### src/rtl/irq_response.sv
// IRQ entry/return sequencer: saves the return context, switches to IRQ mode and
// vectors on a qualifying instruction boundary, and performs the LR-based return.
module irq_response #(
   parameter logic [4:0] IRQ_MODE = 5'b10010
) (
   input  logic        clk,
   input  logic        clr,
   input  logic        INT_irq,
   input  logic        instr_done,
   input  logic        ret_req,
   input  logic [31:0] CPSR_in,
   input  logic [31:0] SPSR_irq_in,
   input  logic [31:0] PC_in,
   output logic        INTA_irq,
   output logic [1:0]  PC_s,
   output logic        Write_PC,
   output logic [31:0] LR_irq_out,
   output logic        Write_LR_irq,
   output logic [31:0] SPSR_irq_out,
   output logic        Write_SPSR_irq,
   output logic [31:0] CPSR_out,
   output logic        Write_CPSR,
   output logic        stall
);

   typedef enum logic [2:0] {
      IDLE,
      SAVE,
      SWITCH,
      VECTOR,
      RESTORE
   } state_t;

   state_t      r_state;
   state_t      w_next;
   logic [31:0] r_pc_cap;
   logic [31:0] r_cpsr_cap;
   logic        w_take;
   logic        w_ret;

   // Return wins over entry when both are requested at the same boundary.
   assign w_ret  = (r_state == IDLE) && instr_done && ret_req;
   assign w_take = (r_state == IDLE) && instr_done && !ret_req && INT_irq && !CPSR_in[7];

   // NOTE: sequential state uses non-blocking assignments so every register
   // samples pre-edge values, independent of statement order.
   always_ff @(posedge clk or posedge clr) begin
      if (clr) begin
         r_state    <= IDLE;
         r_pc_cap   <= '0;
         r_cpsr_cap <= '0;
      end else begin
         r_state <= w_next;
         if (w_take) begin
            r_pc_cap   <= PC_in;
            r_cpsr_cap <= CPSR_in;
         end
      end
   end

   // NOTE: every signal driven here gets a default first, so no path can
   // leave one unassigned and infer a latch.
   always_comb begin
      w_next = r_state;
      case (r_state)
         IDLE: begin
            if (w_ret)
               w_next = RESTORE;
            else if (w_take)
               w_next = SAVE;
         end
         SAVE:    w_next = SWITCH;
         SWITCH:  w_next = VECTOR;
         VECTOR:  w_next = IDLE;
         RESTORE: w_next = IDLE;
         default: w_next = IDLE;
      endcase
   end

   // Moore outputs; data buses are held at zero outside the state that writes them.
   always_comb begin
      INTA_irq       = 1'b0;
      PC_s           = 2'b00;
      Write_PC       = 1'b0;
      LR_irq_out     = '0;
      Write_LR_irq   = 1'b0;
      SPSR_irq_out   = '0;
      Write_SPSR_irq = 1'b0;
      CPSR_out       = '0;
      Write_CPSR     = 1'b0;
      stall          = (r_state != IDLE);
      case (r_state)
         SAVE: begin
            Write_LR_irq   = 1'b1;
            LR_irq_out     = r_pc_cap + 32'd4;
            Write_SPSR_irq = 1'b1;
            SPSR_irq_out   = r_cpsr_cap;
         end
         SWITCH: begin
            // I set, F kept, T cleared, mode forced to IRQ.
            Write_CPSR = 1'b1;
            CPSR_out   = {r_cpsr_cap[31:8], 1'b1, r_cpsr_cap[6], 1'b0, IRQ_MODE};
         end
         VECTOR: begin
            Write_PC = 1'b1;
            PC_s     = 2'b11;
            INTA_irq = 1'b1;
         end
         RESTORE: begin
            Write_CPSR = 1'b1;
            CPSR_out   = SPSR_irq_in;
            Write_PC   = 1'b1;
            PC_s       = 2'b10;
         end
         default: ;
      endcase
   end

endmodule

### config.mk
export PLATFORM = sky130hd
export DESIGN_NAME = irq_response
export DESIGN_NICKNAME = d
export VERILOG_FILES = /design/src/rtl/irq_response.sv
export SDC_FILE = /design/constraint.sdc
export NUM_CORES = 1
export LEC_CHECK = 0
export ABC_AREA = 0
export ABC_CLOCK_PERIOD_IN_PS = 5050
export CAP_MARGIN = 5
export CELL_PAD_IN_SITES_DETAIL_PLACEMENT = 1
export CELL_PAD_IN_SITES_GLOBAL_PLACEMENT = 1
export CORE_ASPECT_RATIO = 1.1
export CORE_UTILIZATION = 32
export CTS_BUF_LIST = sky130_fd_sc_hd__clkbuf_2
export DETAILED_ROUTE_END_ITERATION = 8
export PLACE_DENSITY = 0.88
export SETUP_SLACK_MARGIN = 0.3
export SLEW_MARGIN = 20
export SYNTH_ARGS = -nofsm -noshare
export SYNTH_HDL_FRONTEND = slang
export SYNTH_SLANG_ARGS = --single-unit
### constraint.sdc
create_clock -name clk -period 5.05 [get_ports clk]
set_clock_uncertainty 0.15 [all_clocks]
set_input_delay 0.505 -clock clk [delete_from_list [all_inputs] [get_ports clk]]
set_output_delay 0.505 -clock clk [all_outputs]
set_load 0.02 [all_outputs]
-- After elaboration in Yosys (flattened, before gate mapping)
Index checks and enable logic that the tools add are counted.
- add/sub/neg operators: 1
- equality and inequality tests: 5
- muxes and demuxes: 11
- reductions and logical operators: 11
- operators by type and width (kind ; number):
    $mux W32 ; 2
    $pmux W32 S2 ; 1
    $add A32 B3 Y32 const B ; 1
    $pmux W3 S3 ; 1
    $eq A3 B2 Y1 const B ; 2
    $mux W3 ; 2
    $logic_and A1 B1 Y1 ; 5
    $mux W1 ; 4
    $pmux W2 S2 ; 1
    $reduce_or A2 Y1 ; 2
    $eq A3 B1 Y1 const B ; 1
    $eq A3 B3 Y1 const B ; 1
    $logic_not A3 Y1 ; 1
    $ne A3 B3 Y1 const B ; 1
    $reduce_bool A3 Y1 ; 1
    $logic_not A1 Y1 ; 2
- register bits after elaboration: 67
- bits of input ports: 101
- output and inout bits: 104
- word-level logic and storage cells: 31

-- Logic depth before layout (Yosys ltp)
Gate-level depths: netlist of the first run.
- word-level depth: 8
- gate-level depth with buffers: 7
- mapped depth without buffers: 6

-- Least setup slack after synthesis of the first run
OpenSTA, ideal clock, no wires.
- path type: reg-to-output
- from: reg r_pc_cap[7]
- to: out LR_irq_out[28]
- arrival time: 2079 ps
- data required time: 4395 ps
- setup slack: 2316 ps
- stages on the path, launching flop included: 6
- buffers on the path: 1
- path through: dfrtp_1 > nand3_4 > or4_4 > buf_6 > or4_1 > a21oi_1
- longest elaborated chain between the ends: 2
- ends and longest elaborated chain (item ; RTL line ; source):
    start: declaration ; 36 ; logic [31:0] r_pc_cap;
    start signal: assignment ; 55 ; r_pc_cap <= PC_in;
    $add A32 B3 Y32 ; 95 ; LR_irq_out = r_pc_cap + 32'd4;
    $mux W32 ; 92 ; case (r_state)
    end: declaration ; 17 ; output logic [31:0] LR_irq_out,
No other way between the ends.

-- Worst setup path in the final report of the first run
- from: reg r_pc_cap[2]
- to: out LR_irq_out[22]
Same word-level chain as after synthesis.

==> results of run 1 <==
worst max-delay path, delay by kind of cell (launching register included):
family,cells,cell delay [ns]
DFF,1,0.45
and+or+nand+nor,2,1.33
AOI/OAI and AO/OA,1,0.19
buffers and inverters,1,0.63
adders and majority gates,1,0.24
final cells by class:
cell class | instances | area share [%]
Clock buffer | 11 | 0.899
Clock inverter | 4 | 0.694
Inverter | 10 | 0.613
Multi-Input combinational cell | 265 | 33.3
Sequential cell | 67 | 27.4
Tap cell | 150 | 3.06
Timing Repair Buffer | 210 | 34.1
metal layers:
layer | routed length, um | track usage (%)
met5 | 0 | 0
met2 | 7040 | 40.4
met3 | 850 | 5.98
met1 | 4920 | 22.5
met4 | 181 | 6.12
worst paths after layout:
path | from | end | slack [ns] | cells after the start
worst max-delay path | r_pc_cap[2]$_DFFE_PP0P_ | LR_irq_out[22] | 1.05 | 5
worst min register to register | r_cpsr_cap[7]$_DFFE_PP0P_ | r_cpsr_cap[7]$_DFFE_PP0P_ | 0.35 | 1
min in group clk | r_cpsr_cap[7]$_DFFE_PP0P_ | r_cpsr_cap[7]$_DFFE_PP0P_ | 0.35 | 1
worst max register to register | r_state[0]$_DFFE_PP0P_ | r_cpsr_cap[18]$_DFFE_PP0P_ | 2.94 | 4
max in group asynchronous | clr | r_pc_cap[11]$_DFFE_PP0P_ | 3.55 | 3
worst min-delay path | clr | r_pc_cap[0]$_DFFE_PP0P_ | 0.24 | 2
stage by stage:
stage,setup WS [ns],instance area (um2),hold WS [ns]
after floorplan,2.32,3870,0.294
after global placement,1.76,6030,0.314
after detailed placement,1.63,6030,0.312
after CTS,1.01,6130,0.240
after global routing,0.769,6130,0.246
final,1.05,6130,0.245
power groups by stage:
stage | Combinational (uW) | Clock (uW) | Sequential (uW)
2_1_floorplan | 1020 | 0 | 981
4_1_cts | 1730 | 312 | 1080
5_1_grt | 1820 | 335 | 1120
6_report | 1700 | 297 | 1080
3_3_place_gp | 1670 | 0 | 1060
3_5_place_dp | 1720 | 0 | 1090
sequential cells by signal (all words and copies together), names as in the netlist:
register,cells
r_cpsr_cap,32
r_pc_cap,32
r_state,3
logic make-up after synthesis:
family | count (synthesis)
adder cells (fa/ha/maj) | 1
multiplexers | 65
AO/OA/AOI/OAI | 61
XOR/XNOR | 10
buffers and inverters | 38
AND/OR/NAND/NOR | 128
flip-flops | 67
cells in the mapped netlist (all sizes together) (5+ instances only):
master,n
o31ai,10
nand3,8
buf,7
xnor2,8
nor4,7
or3,5
nor2,15
nand2,16
a22o,25
or4,15
inv,10
dfrtp,67
a21oi,15
and2,41
mux2,63
clkbuf,21
==> out/metrics.yaml, run 1 <==
clock_network:
  h-tree-depth: 3
  cts_tree: "built"
  cts_made_buffers: 9
  cts.path.max_buffers: 2
  hold_buffers: 0
  cts_root_buffer: "clkbuf_2"
  cts.reportedPaths.clkPinSlew_ns: 0.19
  cts_resized: 0
  cts_setup_buffers: 0
  cts_num_sinks: 67
  clk_latency_ns: 0.48
timing:
  finalCritPeriodShare_pct: 79.3
  worstMarginPinSlew_ns: 0.827
  slew_violations: 0
  setup_tns_ns: 0
  hold_viol_final: 0
  min_period_ns: 4.00
  slew_headroom_pct: 44.4
  timing.fmax_mhz: 250
  setup_violations: 0
  rsz0062_at_grt: "false"
route:
  drtPass1Iterations: 4
  drtIter0Drc: 105
  drt_wl_total_um: 13000
  detail-route-antenna-nets: 0
  vias: 3681
  wl_per_cell_um: 18.1
  vias_per_cell: 5.13
  drc_errors: 0
layout:
  final_common_cell: "clkdlybuf4s50_1"
  area_growth_pct: 58.4
  fillers: 1279
  n_antenna_cell: 0
  final_cell_count_no_fill: 717
  ff_latch_area_um2: 1680
  drive_above_1_share_pct: 16.0
  utilization_pct: 52.6
  multi_input_area_um2: 2040
  mostFrequentLayoutCells: "clkdlybuf4s50_1 (204), dfrtp_1 (67), mux2_2 (63), and2_1 (41), a22o_1 (25)"
  nNetsFinal: 665
power_and_ir_drop:
  pwr-share-seq_pct: 35.1
  leakage_uw: 0.00243
  pwr-share-comb_pct: 55.3
  switching_share_pct: 42.0
  switching_power_uw: 1290
  peakVddDrop_uv: 252
  clkPwrFrac_pct: 9.6
  power-per-cell-area_nw_per_um2: 503
  total_power_uw: 3080
  p_int_uw: 1790
critical_path:
  max_stage_delay_ns: 0.73
  cp_slowest_cell: "or4_1"
  crit_arrival_ns: 3.35
  crit_path_start_kind: "register"
  criticalPathCategory: "reg2out"
  path_cells: "ha_1 > nand4_1 > or4_1 > a21oi_1 > clkdlybuf4s50_1"
  cp.required_ns: 4.39
  crit_path_end_kind: "primary output"
  crit_fanout: 20
synth:
  synth_nets: 472
  synth_edf_count: 0
  postSynthCellCount: 370
  synthArstFlopShare_pct: 100
  synth.avg_cell_area_um2: 10.4
  seq_area_frac_synth_pct: 43.4
  synth_cell_types: 39
  synth_simple_gate_area_share_pct: 19.5
  synth_compound_area_share_pct: 11.5
  synth_top_cell_area_share_pct: 43.4
  synth_top_family_by_area: "simple AND/OR/NAND/NOR gates"
  yosysTopAreaCell: "dfrtp_1"
  ys_ff_latch: 67
  synth_area_um2: 3870
  synth.top_cells.by_area: "dfrtp_1 (43%), mux2_2 (18%), and2_1 (6.6%)"
  ys.flop_type: "dfrtp_1"
  synthAdderAreaFrac_pct: 0.324
  ys_warn_count: 0
  synth_xor_area_share_pct: 2.27
  muxShareOfSynthArea_pct: 18.9
placed_design:
  place_congestion: 0.801
  dp_hpwl_um: 9750
  port-buffer-count: 204
  dp_cells: 702
grt:
  grt-ovfl-total: 0
  grt_pass1_vias: 3997
  grt_max_degree: 66
  grt_use_total_pct: 21.1
  antenna_found_initial: 0
  grt_pass1_wl_um: 20300
floorplanning:
  core-area_um2: 11600
  die_w_um: 107
  initial_core_util_pct: 33.2
  die-area_um2: 12500
  rows: 41
  pin_count: 205
  fp.dieH_um: 117
flow_run:
  drv_cap: 0
worst_hold_path:
  min_path_type: "in2async"
run_status:
  outcome: "complete, no violations"
No activity file was read; power rests on OpenSTA's default activity.
==> run 2: changes to the inputs <==
Settings changed: ABC_CLOCK_PERIOD_IN_PS 5050 to 3900, CORE_UTILIZATION 32 to 30, PLACE_DENSITY 0.88 to 0.84.
Clock period 5.05 ns to 3.9 ns, I/O delays scaled along.
==> run 2 against run 1 <==
Effect of this change: combinational power rose by 29%; cell area grew 1.5%; global-route usage decreased by 1.6 points; sequential power increased by 30%; utilization is 3.2 points lower; sequential share of layout area down 0.32 points; non-clock buffer count is 6 higher; critical path type unchanged.
==> out/metrics.yaml, run 2 (synthesis results as in run 1) <==
run_status:
  outcome: "complete, no violations"
clock_network:
  cts_num_sinks: 67
  cts_tree: "built"
  cts.path.max_buffers: 2
  cts_root_buffer: "clkbuf_2"
  clk_latency_ns: 0.49
  h-tree-depth: 3
  cts_made_buffers: 9
  cts.reportedPaths.clkPinSlew_ns: 0.19
power_and_ir_drop:
  switching_power_uw: 1670
  power-per-cell-area_nw_per_um2: 643
  switching_share_pct: 41.9
  peakVddDrop_uv: 332
  pwr-share-seq_pct: 35.0
  clkPwrFrac_pct: 9.8
  pwr-share-comb_pct: 55.2
  p_int_uw: 2320
  leakage_uw: 0.00257
layout:
  n_antenna_cell: 0
  utilization_pct: 49.4
  final_cell_count_no_fill: 730
  ff_latch_area_um2: 1680
  area_growth_pct: 60.8
  multi_input_area_um2: 2050
  nNetsFinal: 671
  reg.largest.list: "r_cpsr_cap: 32 flops, r_pc_cap: 32 flops, r_state: 3 flops"
  mostFrequentLayoutCells: "clkdlybuf4s50_1 (191), mux2_2 (63), dfrtp_1 (63), and2_1 (41), a22o_1 (25)"
  drive_above_1_share_pct: 18.3
  fillers: 1416
  final_common_cell: "clkdlybuf4s50_1"
timing:
  min_period_ns: 3.46
  slew_headroom_pct: 42.5
  worstMarginPinSlew_ns: 0.862
  rsz0062_at_grt: "false"
  setup_violations: 0
  hold_viol_final: 0
  timing.fmax_mhz: 289
  setup_tns_ns: 0
  slew_violations: 0
  finalCritPeriodShare_pct: 88.8
critical_path:
  max_stage_delay_ns: 0.63
  cp.buffers_inverters: 1
  crit_path_start_kind: "register"
  cp.required_ns: 3.36
  crit_fanout: 13
  path_cells: "nand3_1 > or4_4 > or3_1 > a21oi_1 > clkdlybuf4s50_1"
  crit_path_end_kind: "primary output"
  crit_arrival_ns: 2.92
  cp_slowest_cell: "or4_4"
  criticalPathCategory: "reg2out"
  worst_path_dominant_cell_family: "simple AND/OR/NAND/NOR gates"
grt:
  grt-ovfl-total: 0
  antenna_found_initial: 0
  grt_pass1_wl_um: 19900
  grt_pass1_vias: 3927
  grt_max_degree: 68
  grt_use_total_pct: 19.5
placed_design:
  port-buffer-count: 204
  dp_cells: 712
  place_congestion: 0.886
  dp_hpwl_um: 9530
route:
  detail-route-antenna-nets: 0
  wl_per_cell_um: 17.5
  drt_wl_total_um: 12800
  drtPass1Iterations: 4
  drtIter0Drc: 175
  drc_errors: 0
  vias_per_cell: 5.10
  vias: 3725
floorplanning:
  die_w_um: 110
  core-area_um2: 12600
  fp.dieH_um: 121
  rows: 43
  die-area_um2: 13300
  pin_count: 205
  initial_core_util_pct: 30.7
flow_run:
  drv_cap: 0
worst_hold_path:
  min_path_type: "in2async"
-- run 2: cell count changes in the layout (fill, tap and decap cells not counted), moves of 3 or more --
cell,change
dfrtp_2,+4
dfrtp_1,-4
dlygate4sd2_1,+10
dlymetal6s2s_1,+3
clkdlybuf4s50_1,-13
buf_4,+4
-- run 2: per-stage QoR --
| stage | hold slack [ns] | cell area [um2] | power, uW | setup WS (ns) |
|---|---|---|---|---|
| finish | 0.295 | 6220 | 3990 | 0.437 |
| global route | 0.275 | 6220 | 4260 | 0.289 |
| global placement | 0.313 | 6070 | 3540 | 0.715 |
| CTS | 0.282 | 6200 | 4040 | 0.207 |
| detailed placement | 0.318 | 6070 | 3630 | 0.616 |
| floorplan | 0.294 | 3870 | 2590 | 1.28 |
-- run 2: layout make-up --
class | instances | area share, %
Clock buffer | 12 | 0.966
Multi-Input combinational cell | 265 | 33.0
Tap cell | 157 | 3.16
Clock inverter | 3 | 0.644
Timing Repair Buffer | 216 | 34.6
Inverter | 10 | 0.604
Sequential cell | 67 | 27.0
-- run 2: path summary, 6_finish.rpt --
kind	from	end	slack, ns	cells past startpoint
min reg2reg	r_cpsr_cap[7]$_DFFE_PP0P_	r_cpsr_cap[7]$_DFFE_PP0P_	0.37	1
max in group asynchronous	clr	r_pc_cap[18]$_DFFE_PP0P_	2.69	3
min in group clk	PC_in[11]	r_pc_cap[11]$_DFFE_PP0P_	0.33	2
max	r_pc_cap[11]$_DFFE_PP0P_	LR_irq_out[15]	0.44	5
max reg2reg	r_state[0]$_DFFE_PP0P_	r_pc_cap[2]$_DFFE_PP0P_	1.30	4
min	clr	r_pc_cap[7]$_DFFE_PP0P_	0.30	3
-- run 2: worst min-delay path, cell delays in order --
cell             delay (ns)
clkdlybuf4s50_1        0.41
inv_2                  0.05
buf_4                  0.65
-- run 2: metal layers --
layer	part of all wire, %	vias to the layer above	global-route usage, %
met5	0	-	0
met4	1.9	0	7.57
met3	7.4	17	5.16
met2	51	147	34.2
met1	40	1834	22.3
li1	-	1727	-
-- run 2: timing repair --
item / in CTS / in global routing
endpoints found under the hold margin: 0 / 0
gates resized for setup: 15 / 4
hold buffers: 0 / 0
buffers inserted: 3 / 0
setup endpoints to repair: 17 / 4
pin swaps: 1 / 0
-- run 2: power by group through the flow --
stage / Combinational, uW / Clock (uW) / Sequential (uW)
after global routing: 2370 / 436 / 1460
after detailed placement: 2220 / 0 / 1410
after floorplan: 1310 / 0 / 1270
after global placement: 2170 / 0 / 1380
final: 2200 / 393 / 1400
after CTS: 2230 / 414 / 1390
==> run 3: changes to the inputs <==
Settings changed: RECOVER_POWER set to 50.
==> run 3 against run 2 <==
Effect of this change: the run now ends with capacitance limit, slew limit left; cell count stayed put; count of clock-buffer cells in the layout stayed put; worst hold slack improved by 0.038 ns; via count down 0.19%; setup slack better by 0.0023 ns; combinational power about the same; cell area shrank 0.28%; critical path type unchanged; critical endpoint unchanged; largest power group unchanged.
==> out/metrics.yaml, run 3 (synthesis results as in run 1) <==
placed_design:
  place_congestion: 0.886
  place_area_um2: 6070
  dp_cells: 712
  port-buffer-count: 204
  dp_hpwl_um: 9530
route:
  drt_wl_total_um: 12800
  drtIter0Drc: 160
  detail-route-antenna-nets: 0
  wl_per_cell_um: 17.5
  vias: 3718
  vias_per_cell: 5.09
  drtPass1Iterations: 4
  drc_errors: 0
layout:
  area_growth_pct: 60.4
  drive_above_1_share_pct: 18.0
  final_area_um2: 6200
  mostFrequentLayoutCells: "clkdlybuf4s50_1 (187), dfrtp_1 (63), mux2_2 (62), and2_1 (41), a22o_1 (25)"
  utilization_pct: 49.2
  final_cell_count_no_fill: 730
  reg.largest.list: "r_cpsr_cap: 32 flops, r_pc_cap: 32 flops, r_state: 3 flops"
  n_antenna_cell: 0
  fillers: 1416
  final_common_cell: "clkdlybuf4s50_1"
  nNetsFinal: 671
power_and_ir_drop:
  power-per-cell-area_nw_per_um2: 643
  pwr-share-seq_pct: 35.1
  pwr-share-comb_pct: 55.0
  switching_power_uw: 1670
  total_power_uw: 3990
  clkPwrFrac_pct: 9.8
  peakVddDrop_uv: 333
  switching_share_pct: 42.0
  p_int_uw: 2320
  leakage_uw: 0.00257
timing:
  finalCritPeriodShare_pct: 88.7
  timing.fmax_mhz: 289
  slew_violations: 68
  rsz0062_at_grt: "false"
  hold_viol_final: 0
  worstMarginPinSlew_ns: 1.68
  setup_tns_ns: 0
  min_period_ns: 3.46
  slew_headroom_pct: -11.7
  setup_violations: 0
clock_network:
  hold_buffers: 0
  cts_made_buffers: 9
  cts_root_buffer: "clkbuf_2"
  cts.path.max_buffers: 2
  cts.reportedPaths.clkPinSlew_ns: 0.19
  cts_tree: "built"
  h-tree-depth: 3
  cts_num_sinks: 67
  clk_latency_ns: 0.49
floorplanning:
  core-area_um2: 12600
  die-area_um2: 13300
  fp.dieH_um: 121
  initial_core_util_pct: 30.7
  pin_count: 205
  die_w_um: 110
  rows: 43
grt:
  grt_pass1_vias: 3927
  grt_use_total_pct: 19.5
  grt-ovfl-total: 0
  grt_max_degree: 68
  antenna_found_initial: 0
  grt_pass1_wl_um: 19900
critical_path:
  criticalPathCategory: "reg2out"
  crit_path_end_kind: "primary output"
  crit_path_start_kind: "register"
  crit_arrival_ns: 2.92
  ff2ff_path_depth: 4
  cp.required_ns: 3.36
  crit_fanout: 13
run_status:
  failed_checks: "capacitance limit, slew limit"
  outcome: "finished, violations left"
worst_hold_path:
  hold_depth: 2
  min_path_type: "in2reg"
flow_run:
  drv_cap: 1
run 3: changes by cell type in the layout (fill, tap and decap cells not counted), sizes merged:
cell           previous run  this run
clkdlybuf4s50           191       187
clkbuf                   12        14
dlygate4sd3               0         4
buf                      12        10
inv                      10         9
clkinv                    2         3
run 3: layer usage:
layer	GRT usage [%]	vias up	wire [um]	part of all wire [%]
met4	7.57	0	239	1.9
li1	-	1727	-	-
met1	22.3	1831	5040	39
met2	34.2	143	6550	51
met3	5.16	17	947	7.4
met5	0	-	0	0
run 3: metrics by stage:
step                worst slack [ns]  hold WS [ns]
floorplan                       1.28         0.294
global placement               0.715         0.313
detailed placement             0.616         0.318
CTS                            0.207         0.282
global route                   0.289         0.275
finish                         0.439         0.334
run 3: path summary, 6_finish.rpt:
kind | from | to | slack, ns
max | r_pc_cap[11]$_DFFE_PP0P_ | LR_irq_out[15] | 0.44
min reg2reg | r_cpsr_cap[7]$_DFFE_PP0P_ | r_cpsr_cap[7]$_DFFE_PP0P_ | 0.37
max reg2reg | r_state[0]$_DFFE_PP0P_ | r_pc_cap[2]$_DFFE_PP0P_ | 0.67
min in group asynchronous | clr | r_cpsr_cap[26]$_DFFE_PP0P_ | 0.75
max in group asynchronous | clr | r_pc_cap[18]$_DFFE_PP0P_ | 1.75
min | PC_in[11] | r_pc_cap[11]$_DFFE_PP0P_ | 0.33
run 3: layout make-up:
class / count / area (um2) / share of cell area [%]
Clock buffer: 12 / 60.1 / 0.969
Inverter: 10 / 37.5 / 0.605
Timing Repair Buffer: 216 / 2130 / 34.4
Clock inverter: 3 / 40.0 / 0.646
Sequential cell: 67 / 1680 / 27.1
Tap cell: 157 / 196 / 3.17
Multi-Input combinational cell: 265 / 2050 / 33.1
run 3: repair_timing:
item,CTS,global route
cloned,0,0
gates resized for setup,15,4
setup endpoints to repair,17,4
setup buffers,3,0
pin swaps,1,0
run 3: worst max-delay path, stage by stage, from the launching register on:
cell and delay, ns:
dfrtp_1 0.46, nand3_1 0.22, or4_4 0.63, or3_1 0.34, a21oi_1 0.14, clkdlybuf4s50_1 0.61
run 3: power by group through the flow:
| stage | registers [uW] | clock network [uW] | logic [uW] |
|---|---|---|---|
| floorplan | 1270 | 0 | 1310 |
| global placement | 1380 | 0 | 2170 |
| detailed placement | 1410 | 0 | 2220 |
| CTS | 1390 | 414 | 2230 |
| global route | 1460 | 436 | 2370 |
| finish | 1400 | 393 | 2200 |
